$ cat config.mk
export PLATFORM = sky130hd
export DESIGN_NAME = keypad_scan_ctrl
export DESIGN_NICKNAME = d
export VERILOG_FILES = /design/src/rtl/keypad_pkg.sv /design/src/rtl/keypad_scan_ctrl_tick_gen.sv /design/src/rtl/keypad_scan_ctrl.sv
export SDC_FILE = /design/constraint.sdc
export NUM_CORES = 1
export LEC_CHECK = 0
export CAP_MARGIN = 5
export CORE_UTILIZATION = 25
export CTS_CLUSTER_SIZE = 40
export DETAILED_ROUTE_END_ITERATION = 12
export GPL_TIMING_DRIVEN = 0
export PLACE_DENSITY_LB_ADDON = 0.08
export SLEW_MARGIN = 15
export SYNTH_ARGS = -nofsm -noshare
export SYNTH_HDL_FRONTEND = slang
export SYNTH_SLANG_ARGS = --single-unit
export TNS_END_PERCENT = 20
$ cat constraint.sdc
create_clock -name clk -period 5.7 [get_ports clk]
set_input_delay 0.855 -clock clk [delete_from_list [all_inputs] [get_ports clk]]
set_output_delay 0.855 -clock clk [all_outputs]
set_load 0.01 [all_outputs]
$ cat src/rtl/keypad_pkg.sv
// Shared sizes and enums for the keypad scanner.
package keypad_pkg;
  localparam int NUM_ROWS = 4;
  localparam int NUM_COLS = 4;
  localparam int CODE_W   = 4;

  typedef enum logic [1:0] {IDLE, CONFIRM, HELD, RELEASE} state_e;
  typedef enum logic [1:0] {NONE, SINGLE, MULTI} frame_e;
endpackage

$ cat src/rtl/keypad_scan_ctrl_tick_gen.sv
// Single-cycle enable tick every TICK_DIV clocks; counts 0..TICK_DIV-1 and wraps.
module scan_tick_gen #(
  parameter int TICK_DIV = 8
) (
  input  logic clk,
  input  logic rst,
  output logic tick
);
  localparam int CNT_W = (TICK_DIV > 1) ? $clog2(TICK_DIV) : 1;
  localparam logic [CNT_W-1:0] TC = CNT_W'(TICK_DIV - 1);

  logic [CNT_W-1:0] cnt_q, cnt_d;

  always_comb begin
    cnt_d = (cnt_q == TC) ? '0 : cnt_q + CNT_W'(1);
  end

  always_ff @(posedge clk or posedge rst) begin
    if (rst) cnt_q <= '0;
    else     cnt_q <= cnt_d;
  end

  assign tick = (cnt_q == TC);
endmodule

$ cat src/rtl/keypad_scan_ctrl.sv
// 4x4 keypad scanner: column walk, per-frame classification, debounce FSM, valid/ack report.
// States: IDLE no key | CONFIRM debouncing a press | HELD key down | RELEASE debouncing a release
module keypad_scan_ctrl
  import keypad_pkg::*;
#(
  parameter int CLK_HZ          = 48_000_000,
  parameter int SCAN_HZ         = 1000,
  parameter int DEBOUNCE_FRAMES = 4
) (
  input  logic              clk,
  input  logic              rst,
  input  logic [3:0]        row_n,
  output logic [3:0]        col_n,
  output logic [CODE_W-1:0] key_code,
  output logic              key_valid,
  input  logic              key_ack,
  output logic              key_down,
  output logic              key_overrun
);
  localparam int TICK_DIV = CLK_HZ / SCAN_HZ;
  localparam logic [3:0] DEB = 4'(DEBOUNCE_FRAMES);

  logic [NUM_ROWS-1:0] row_meta_q, row_sync_q;
  logic                tick, frame_end, report;
  logic [1:0]          col_q;
  logic [1:0]          acc_hits_q, acc_hits_d;
  logic [CODE_W-1:0]   acc_code_q, acc_code_d;
  logic [2:0]          col_hits, total_hits;
  logic [1:0]          col_row;
  logic [CODE_W-1:0]   frame_code;
  frame_e              frame_res;
  state_e              state_q, state_d;
  logic [3:0]          cnt_q, cnt_d, cnt_inc;
  logic [CODE_W-1:0]   cand_q, cand_d;
  logic [CODE_W-1:0]   code_q;
  logic                valid_q, overrun_q;

  scan_tick_gen #(.TICK_DIV(TICK_DIV)) u_tick (
    .clk  (clk),
    .rst  (rst),
    .tick (tick)
  );

  always_comb begin
    col_hits = '0;
    col_row  = '0;
    for (int r = 0; r < NUM_ROWS; r++) begin
      if (!row_sync_q[r]) begin
        col_hits = col_hits + 3'd1;
        col_row  = 2'(r);
      end
    end
  end

  // Hit count saturates at 2: anything beyond one intersection is MULTI.
  always_comb begin
    total_hits = {1'b0, acc_hits_q} + col_hits;
    acc_hits_d = (total_hits > 3'd1) ? 2'd2 : total_hits[1:0];
    acc_code_d = (col_hits == 3'd1) ? {col_row, col_q} : acc_code_q;
    frame_code = acc_code_d;
    if (total_hits == 3'd0)      frame_res = NONE;
    else if (total_hits == 3'd1) frame_res = SINGLE;
    else                         frame_res = MULTI;
  end

  assign frame_end = tick && (col_q == 2'(NUM_COLS - 1));
  assign cnt_inc   = cnt_q + 4'd1;

  always_ff @(posedge clk or posedge rst) begin
    if (rst) begin
      row_meta_q <= '1;
      row_sync_q <= '1;
      col_q      <= '0;
      acc_hits_q <= '0;
      acc_code_q <= '0;
    end else begin
      row_meta_q <= row_n;
      row_sync_q <= row_meta_q;
      if (tick) begin
        col_q <= col_q + 2'd1;
        if (frame_end) begin
          acc_hits_q <= '0;
          acc_code_q <= '0;
        end else begin
          acc_hits_q <= acc_hits_d;
          acc_code_q <= acc_code_d;
        end
      end
    end
  end

  always_ff @(posedge clk or posedge rst) begin
    if (rst) begin
      state_q <= IDLE;
      cnt_q   <= '0;
      cand_q  <= '0;
    end else begin
      state_q <= state_d;
      cnt_q   <= cnt_d;
      cand_q  <= cand_d;
    end
  end

  always_comb begin
    state_d = state_q;
    cnt_d   = cnt_q;
    cand_d  = cand_q;
    report  = 1'b0;
    if (frame_end) begin
      case (state_q)
        IDLE: if (frame_res == SINGLE) begin
          cand_d = frame_code;
          cnt_d  = 4'd1;
          if (DEB <= 4'd1) begin
            state_d = HELD;
            report  = 1'b1;
          end else begin
            state_d = CONFIRM;
          end
        end
        CONFIRM: if (frame_res == SINGLE && frame_code == cand_q) begin
          cnt_d = cnt_inc;
          if (cnt_inc >= DEB) begin
            state_d = HELD;
            report  = 1'b1;
          end
        end else begin
          state_d = IDLE;
          cnt_d   = '0;
        end
        HELD: if (frame_res == NONE) begin
          cnt_d   = 4'd1;
          state_d = (DEB <= 4'd1) ? IDLE : RELEASE;
        end
        RELEASE: if (frame_res == NONE) begin
          cnt_d = cnt_inc;
          if (cnt_inc >= DEB) begin
            state_d = IDLE;
            cnt_d   = '0;
          end
        end else begin
          state_d = HELD;
        end
        default: state_d = IDLE;
      endcase
    end
  end

  always_comb begin
    col_n    = ~(4'b0001 << col_q);
    key_down = (state_q == HELD) || (state_q == RELEASE);
  end

  // An ack on the report cycle frees the slot, so the new key wins over an overrun.
  always_ff @(posedge clk or posedge rst) begin
    if (rst) begin
      code_q    <= '0;
      valid_q   <= 1'b0;
      overrun_q <= 1'b0;
    end else begin
      overrun_q <= 1'b0;
      if (report) begin
        if (!valid_q || key_ack) begin
          code_q  <= cand_d;
          valid_q <= 1'b1;
        end else begin
          overrun_q <= 1'b1;
        end
      end else if (key_ack) begin
        valid_q <= 1'b0;
      end
    end
  end

  assign key_code    = code_q;
  assign key_valid   = valid_q;
  assign key_overrun = overrun_q;
endmodule
; ---- After elaboration in Yosys (flattened, before gate mapping)
; Cells that the tools add are included.
[word_totals]
reg_bits = 48
inputBits = 7
output_inout_bits = 11
elab_cells = 90
[op_classes]
addsub = 7
order_cmp = 2
eq_ne = 15
shifts = 1
muxes = 39
bitwise = 1
reduce_logical = 13
[ops]
columns = op, count
row1 = 4-bit 2-to-1 mux, 10
row2 = 2-bit 2-to-1 mux, 12
row3 = "16-bit by 1-bit adder with 16-bit output, second input constant", 1
row4 = "16-bit == test, second input constant", 1
row5 = 16-bit 2-to-1 mux, 1
row6 = 4-bit one-hot mux with 4 select lines, 1
row7 = 1-bit 2-to-1 mux, 11
row8 = "3-bit by 1-bit adder with 3-bit output, second input constant", 3
row9 = 3-bit 2-to-1 mux, 3
row10 = 2-bit one-hot mux with 4 select lines, 1
row11 = "2-bit == test, second input constant", 3
row12 = "3-bit by 1-bit == test with 1-bit output, second input constant", 2
row13 = "2-bit inequality test, second input constant", 3
row14 = "3-bit inequality test, second input constant", 2
row15 = 5-bit AND reduction, 1
row16 = "4-bit by 1-bit adder with 4-bit output, second input constant", 1
row17 = "2-bit by 1-bit == test with 1-bit output, second input constant", 2
row18 = 4-bit == test, 1
row19 = "4-bit by 3-bit >= comparator with 1-bit output, second input constant", 1
row20 = 2-bit logical NOT, 2
row21 = 4-bit inverter, 1
row22 = 2-bit AND reduction, 2
row23 = 4-bit AND reduction, 1
row24 = "1-bit by 2-bit left shift with 4-bit output, first input constant", 1
row25 = 9 further kinds, 11

; ---- Longest topological paths before layout
[logic_depth]
depth_word = 18
ltp_mapped = 16

; ---- By module
; Synthesis repeated with hierarchy kept, for this count alone.
[unflattened]
cells_unflattened = 257
area_unflattened_um2 = 2665.1
[modules_own_cells]
columns = module, instances, cells_per_inst, area_each_um2, seq_area_each_um2
row1 = keypad_scan_ctrl, 1, 183, 1886.8, 810.8
row2 = scan_tick_gen, 1, 74, 778.2, 400.4

; ---- Least setup slack after synthesis
; No wires, ideal clock.
[synth_path]
path_kind = register -> register
startpoint = reg row_sync_q[0]
endpoint = reg code_q[0], in the netlist key_code[0]
setup_ns = 0.128
t_arrival_ns = 3.888
required_ns = 5.572
setup_slack_ns = 1.684
path_stages_with_launch = 14
cell_sequence = dfstp_2 > inv_1 > ha_1 > xnor2_1 > ha_1 > nor2_1 > a31o_2 > inv_2 > fa_1 > xnor3_2 > nor2_4 > or4b_4 > a2111o_1 > mux2_1
[synth_between]
elab_chain_cells = 17
word_cells_on_any_way = 24
classes_between = add/sub (4) / eq/ne (4) / mux (13) / reduce/logical (3)
[synth_lines]
columns = item, line
row1 = from (decl), keypad_scan_ctrl.sv:23  ; logic [NUM_ROWS-1:0] row_meta_q, row_sync_q;
row2 = from (signal assigned), keypad_scan_ctrl.sv:78  ; row_sync_q <= row_meta_q;
row3 = 1-bit 2-to-1 mux *, keypad_scan_ctrl.sv:48  ; if (!row_sync_q[r]) begin
row4 = 3-bit by 1-bit adder with 3-bit output, keypad_scan_ctrl.sv:49  ; col_hits = col_hits + 3'd1;
row5 = 3-bit 2-to-1 mux *, keypad_scan_ctrl.sv:48
row6 = 3-bit by 1-bit adder with 3-bit output, keypad_scan_ctrl.sv:49
row7 = 3-bit 2-to-1 mux *, keypad_scan_ctrl.sv:48
row8 = 3-bit by 1-bit adder with 3-bit output, keypad_scan_ctrl.sv:49
row9 = 3-bit 2-to-1 mux *, keypad_scan_ctrl.sv:48
row10 = 2-bit by 3-bit adder with 3-bit output, keypad_scan_ctrl.sv:57  ; total_hits = {1'b0, acc_hits_q} + col_hits;
row11 = 3-bit by 1-bit == test with 1-bit output, keypad_scan_ctrl.sv:62  ; else if (total_hits == 3'd1) frame_res = SINGLE;
row12 = 2-bit 2-to-1 mux, keypad_scan_ctrl.sv:62
row13 = 2-bit 2-to-1 mux, keypad_scan_ctrl.sv:61  ; if (total_hits == 3'd0) frame_res = NONE;
row14 = 2-bit by 1-bit == test with 1-bit output, "keypad_scan_ctrl.sv:111, keypad_scan_ctrl.sv:121"
row15 = 1-bit logical AND, keypad_scan_ctrl.sv:121  ; CONFIRM: if (frame_res == SINGLE && frame_code == cand_q) begin
row16 = 1-bit 2-to-1 mux, keypad_scan_ctrl.sv:121
row17 = 1-bit 2-to-1 mux, keypad_scan_ctrl.sv:110  ; case (state_q)
row18 = 1-bit 2-to-1 mux, keypad_scan_ctrl.sv:109  ; if (frame_end) begin
row19 = 2-bit AND reduction (no source line), -
row20 = to (signal assigned), keypad_scan_ctrl.sv:164  ; code_q <= cand_d;
row21 = to (decl), keypad_scan_ctrl.sv:35  ; logic [CODE_W-1:0] code_q;
; Mark *: on every way between the ends. The rest lies on a longest branch, timed or not.
; A chain may end at the register's enable or synchronous reset.

; ---- Worst setup path in the final report
[layout_path]
startpoint = reg row_sync_q[1]
endpoint = reg code_q[0], in the netlist key_code[0]
[layout_between]
elab_chain_cells = 15
word_cells_on_any_way = 25
classes_between = add/sub (3) / eq/ne (4) / mux (15) / reduce/logical (3)
[layout_lines]
columns = item, line
row1 = 3-bit 2-to-1 mux, keypad_scan_ctrl.sv:48
row2 = 3-bit by 1-bit adder with 3-bit output, keypad_scan_ctrl.sv:49
row3 = 3-bit 2-to-1 mux, keypad_scan_ctrl.sv:48
row4 = 3-bit by 1-bit adder with 3-bit output, keypad_scan_ctrl.sv:49
row5 = 3-bit 2-to-1 mux, keypad_scan_ctrl.sv:48
row6 = 2-bit by 3-bit adder with 3-bit output, keypad_scan_ctrl.sv:57
row7 = 3-bit by 1-bit == test with 1-bit output, keypad_scan_ctrl.sv:62
row8 = 2-bit 2-to-1 mux, keypad_scan_ctrl.sv:62
row9 = 2-bit 2-to-1 mux, keypad_scan_ctrl.sv:61
row10 = 2-bit by 1-bit == test with 1-bit output, "keypad_scan_ctrl.sv:111, keypad_scan_ctrl.sv:121"
row11 = 1-bit logical AND, keypad_scan_ctrl.sv:121
row12 = 1-bit 2-to-1 mux, keypad_scan_ctrl.sv:121
row13 = 1-bit 2-to-1 mux, keypad_scan_ctrl.sv:110
row14 = 1-bit 2-to-1 mux, keypad_scan_ctrl.sv:109
row15 = 2-bit AND reduction (no source line), -
; Several ways; a longest one is shown, not always the timed one.

==> results.cfg <==
[setup_path]
worst_path_dominant_cell_family = adder cells
crit_type = flip-flop to flip-flop
cp_common_cell = ha_1
end_kind = flip-flop
max_stage_delay_ns = 0.58
startpoint_type = flip-flop
arrival_ns = 4.58
slowest_stage = dfstp_2
worstPathMaxFanout = 6
crit_buf_inv = 2
crit_chain = inv_1, ha_1, xnor2_1, ha_1, nor2_1, a31o_2, inv_2, fa_1, xnor3_2, nor2_4, or4b_4, a2111o_1, mux2_1
required_ns = 5.89

[floorplan]
rows = 37
coreArea_sq_um = 10400
die_w_um = 106
die_h_um = 106
ioPinCount = 18
initial_core_util_pct = 26.1
die-area_sq_um = 11300

[cts]
clkLatencyLatePin_ns = 0.30
ctsResizeCount = 0
cts_buffers = 5
path_clk_slew_ns = 0.09
post-cts-setup-buffers = 0
cts_hold_buf = 0
cts_buffer_depth = 2
cts_tree = done
clock_sinks = 48
htree_levels = 2
root_buffer = clkbuf_8

[synth]
synth_top_family_by_area = simple AND/OR/NAND/NOR gates
netlist_instances = 276
syn_area_sq_um = 2720
synth_top_area_share_pct = 36.8
synthXorXnorAreaFrac_pct = 7.00
yosysUniqueCellTypes = 54
synth_top_area_cell = dfrtp_1
synthArstFlopShare_pct = 100
yosys.area_share.simple_pct = 23.6
synth_fp_nets = 296
yosysWarnings = 0
synth_seq_cells = 48
synth_compound_area_share_pct = 12.4
synth_fa_ha_area_share_pct = 6.26
synth_edf_count = 0
synth_flop_cell = dfrtp_1
synth.area.top_cells = dfrtp_1 37%, dfstp_2 7.7%, ha_1 5.5%
syn_avg_cell_area_sq_um = 9.85
synth.area.mux_share_pct = 2.39
yosysSeqAreaShare_pct = 44.6

[timing]
fmax_mhz = 228
rsz0062_at_grt = no
slew_violations = 0
slew_headroom_pct = 60.4
setup_ws_ns = 1.31
finalSetupTns_ns = 0
hold_viol_final = 0
skew_ns = 0.00961
worst_slew_pin_slew_ns = 0.589
fin_crit_ns = 4.39
finalSetupViolations = 0
fin_crit_sh_pct = 77.0

[pwr]
internal_power_uw = 473
p_comb_share_pct = 11.2
power_uw = 635
switchingPower_uw = 163
peakVddDrop_mv = 0.0842
p_per_area_nw_per_um2 = 201
p_clk_share_pct = 34.2
pwr-share-seq_pct = 54.6
p_sw_share_pct = 25.6
p_leak_nw = 1.38

[global_route]
grt_pass1_wl_um = 10500
top_usage_layer = met2
grt_usage_pct = 12.0
groute.layer.met1.usage_pct = 16.0
antenna_found_initial = 0
grt_max_degree = 27
overflow = 0
grtUsageMet2_pct = 19.8
first_global_vias = 2058
use_met3_pct = 2.08

[detailed_routing]
avgViaCountPerCell = 4.60
vias = 2015
wl_per_cell_um = 13.8
drc = 0
dr.pass1.iters = 4
dr.first_iter.drc_count = 66
drt_wl_total_um = 6060
detail-route-antenna-nets = 0

[final_layout]
nFillCells = 1101
stdcell_count = 438
n_antenna_cell = 0
drive_above_1_share_pct = 11.6
fin_area_sq_um = 3170
area_delta_synth_final_pct = 16.6
final_nets = 321

[place]
postPlaceCellArea_sq_um = 3080
gp_congestion = 0.715
pre_cts_ws_ns = 1.25
port_buffers = 17
dp_cells = 430
hpwl_um = 4470

[flow_run]
maxCapViolations = 0

[outcome]
status = complete, no violations

[hold_path]
hp-class = flip-flop to flip-flop
==> placed cells by master (no fill, tap or decap), types with 2 or more instances in the layout <==
cell | Yosys | routed
nand4_1 | 4 | 4
o2111ai_1 | 2 | 2
dfstp_2 | 8 | 8
and3_1 | 6 | 6
and2_1 | 3 | 3
or3_1 | 3 | 3
nor4_1 | 3 | 3
nand2b_1 | 2 | 2
o21ai_0 | 18 | 18
xor2_1 | 9 | 9
ha_1 | 12 | 12
nor2_1 | 18 | 18
nor3_1 | 9 | 9
inv_1 | 12 | 11
o32ai_1 | 2 | 2
nor2b_1 | 11 | 11
mux2_1 | 4 | 4
nand3_1 | 16 | 16
xnor2_1 | 10 | 10
nand2_1 | 28 | 28
clkdlybuf4s50_1 | 0 | 17
nand3b_1 | 3 | 3
dfrtp_1 | 40 | 40
mux2i_1 | 2 | 2
a31oi_1 | 2 | 2
a21o_1 | 3 | 3
buf_6 | 3 | 3
a211o_1 | 2 | 2
a31o_2 | 2 | 2
a21oi_1 | 6 | 6
or2_2 | 3 | 3
clkbuf_8 | 0 | 6
o31ai_1 | 3 | 3
inv_2 | 1 | 2
clkbuf_1 | 5 | 7
==> path summary, 6_finish.rpt <==
path	startpoint	endpoint	slack (ns)	cells after the start
worst max-delay path	row_sync_q[1]	key_code[0]	1.31	13
worst min-delay path	row_meta_q[1]	row_sync_q[1]	0.36	0
worst max register to register	row_sync_q[1]	key_code[0]	1.31	13
worst min register to register	row_meta_q[1]	row_sync_q[1]	0.36	0
max in group asynchronous	rst	cand_q[1]	4.26	3
min in group asynchronous	rst	u_tick.cnt_q[9]	0.91	2
==> power groups by stage <==
| stage | Clock, mW | Sequential [mW] | Combinational [mW] |
|---|---|---|---|
| 2_1_floorplan | 0 | 0.353 | 0.0524 |
| 3_3_place_gp | 0 | 0.353 | 0.0707 |
| 3_5_place_dp | 0 | 0.354 | 0.0717 |
| 4_1_cts | 0.230 | 0.347 | 0.0722 |
| 5_1_grt | 0.240 | 0.347 | 0.0800 |
| 6_report | 0.217 | 0.347 | 0.0709 |
==> flip-flops by register name (all words and copies together), names as in the netlist <==
register and count:
u_tick.cnt_q 16, acc_code_q 4, key_overrun 1, row_sync_q 4
cand_q 4, key_code 4, acc_hits_q 2, row_meta_q 4
col_q 2, key_valid 1, cnt_q 4, state_q 2
==> synthesized netlist by cell type (all sizes together) (4+ instances only) <==
| master | number |
|---|---|
| or2 | 4 |
| o21ai | 18 |
| a21oi | 6 |
| inv | 13 |
| nand4 | 4 |
| xor2 | 9 |
| nand2 | 28 |
| nor2 | 19 |
| nand3 | 16 |
| xnor2 | 10 |
| mux2 | 4 |
| ha | 12 |
| nor2b | 11 |
| nor3 | 10 |
| dfstp | 8 |
| or3 | 4 |
| and3 | 7 |
| dfrtp | 40 |
| nor4 | 4 |
| clkbuf | 5 |
==> layer usage <==
metal  vias up  part of all wire [%]  wire length (um)
met2        18                    47              2830
met4         0                  0.94                57
met3         4                   2.5               149
met5         -                     0                 0
li1       1019                     -                 -
met1       974                    50              3030
==> through the flow <==
step | hold WS, ns | utilization (%)
4_1_cts | 0.361 | 30.4
3_3_place_gp | 0.346 | 29.4
6_report | 0.359 | 30.4
5_1_grt | 0.363 | 30.4
2_1_floorplan | 0.345 | -
3_5_place_dp | 0.347 | 29.5
==> cell families after synthesis <==
kind of cell / after synthesis
simple gates: 119
xor+xnor: 20
fa+ha+maj: 13
mux: 6
flops: 48
buf+inv: 21
compound gates: 49
==> area by class of cell <==
class                      instances  area, sq um  share of cell area, %
inverter                          13         48.8                   1.54
sequential                        48         1210                   38.2
timing repair buffer              18          190                   6.00
buffer                             8         52.6                   1.66
tap                              136          170                   5.37
clock buffer                       8         90.1                   2.84
multi-input combinational        207         1410                   44.4
Power figures use the tool's default switching activity.
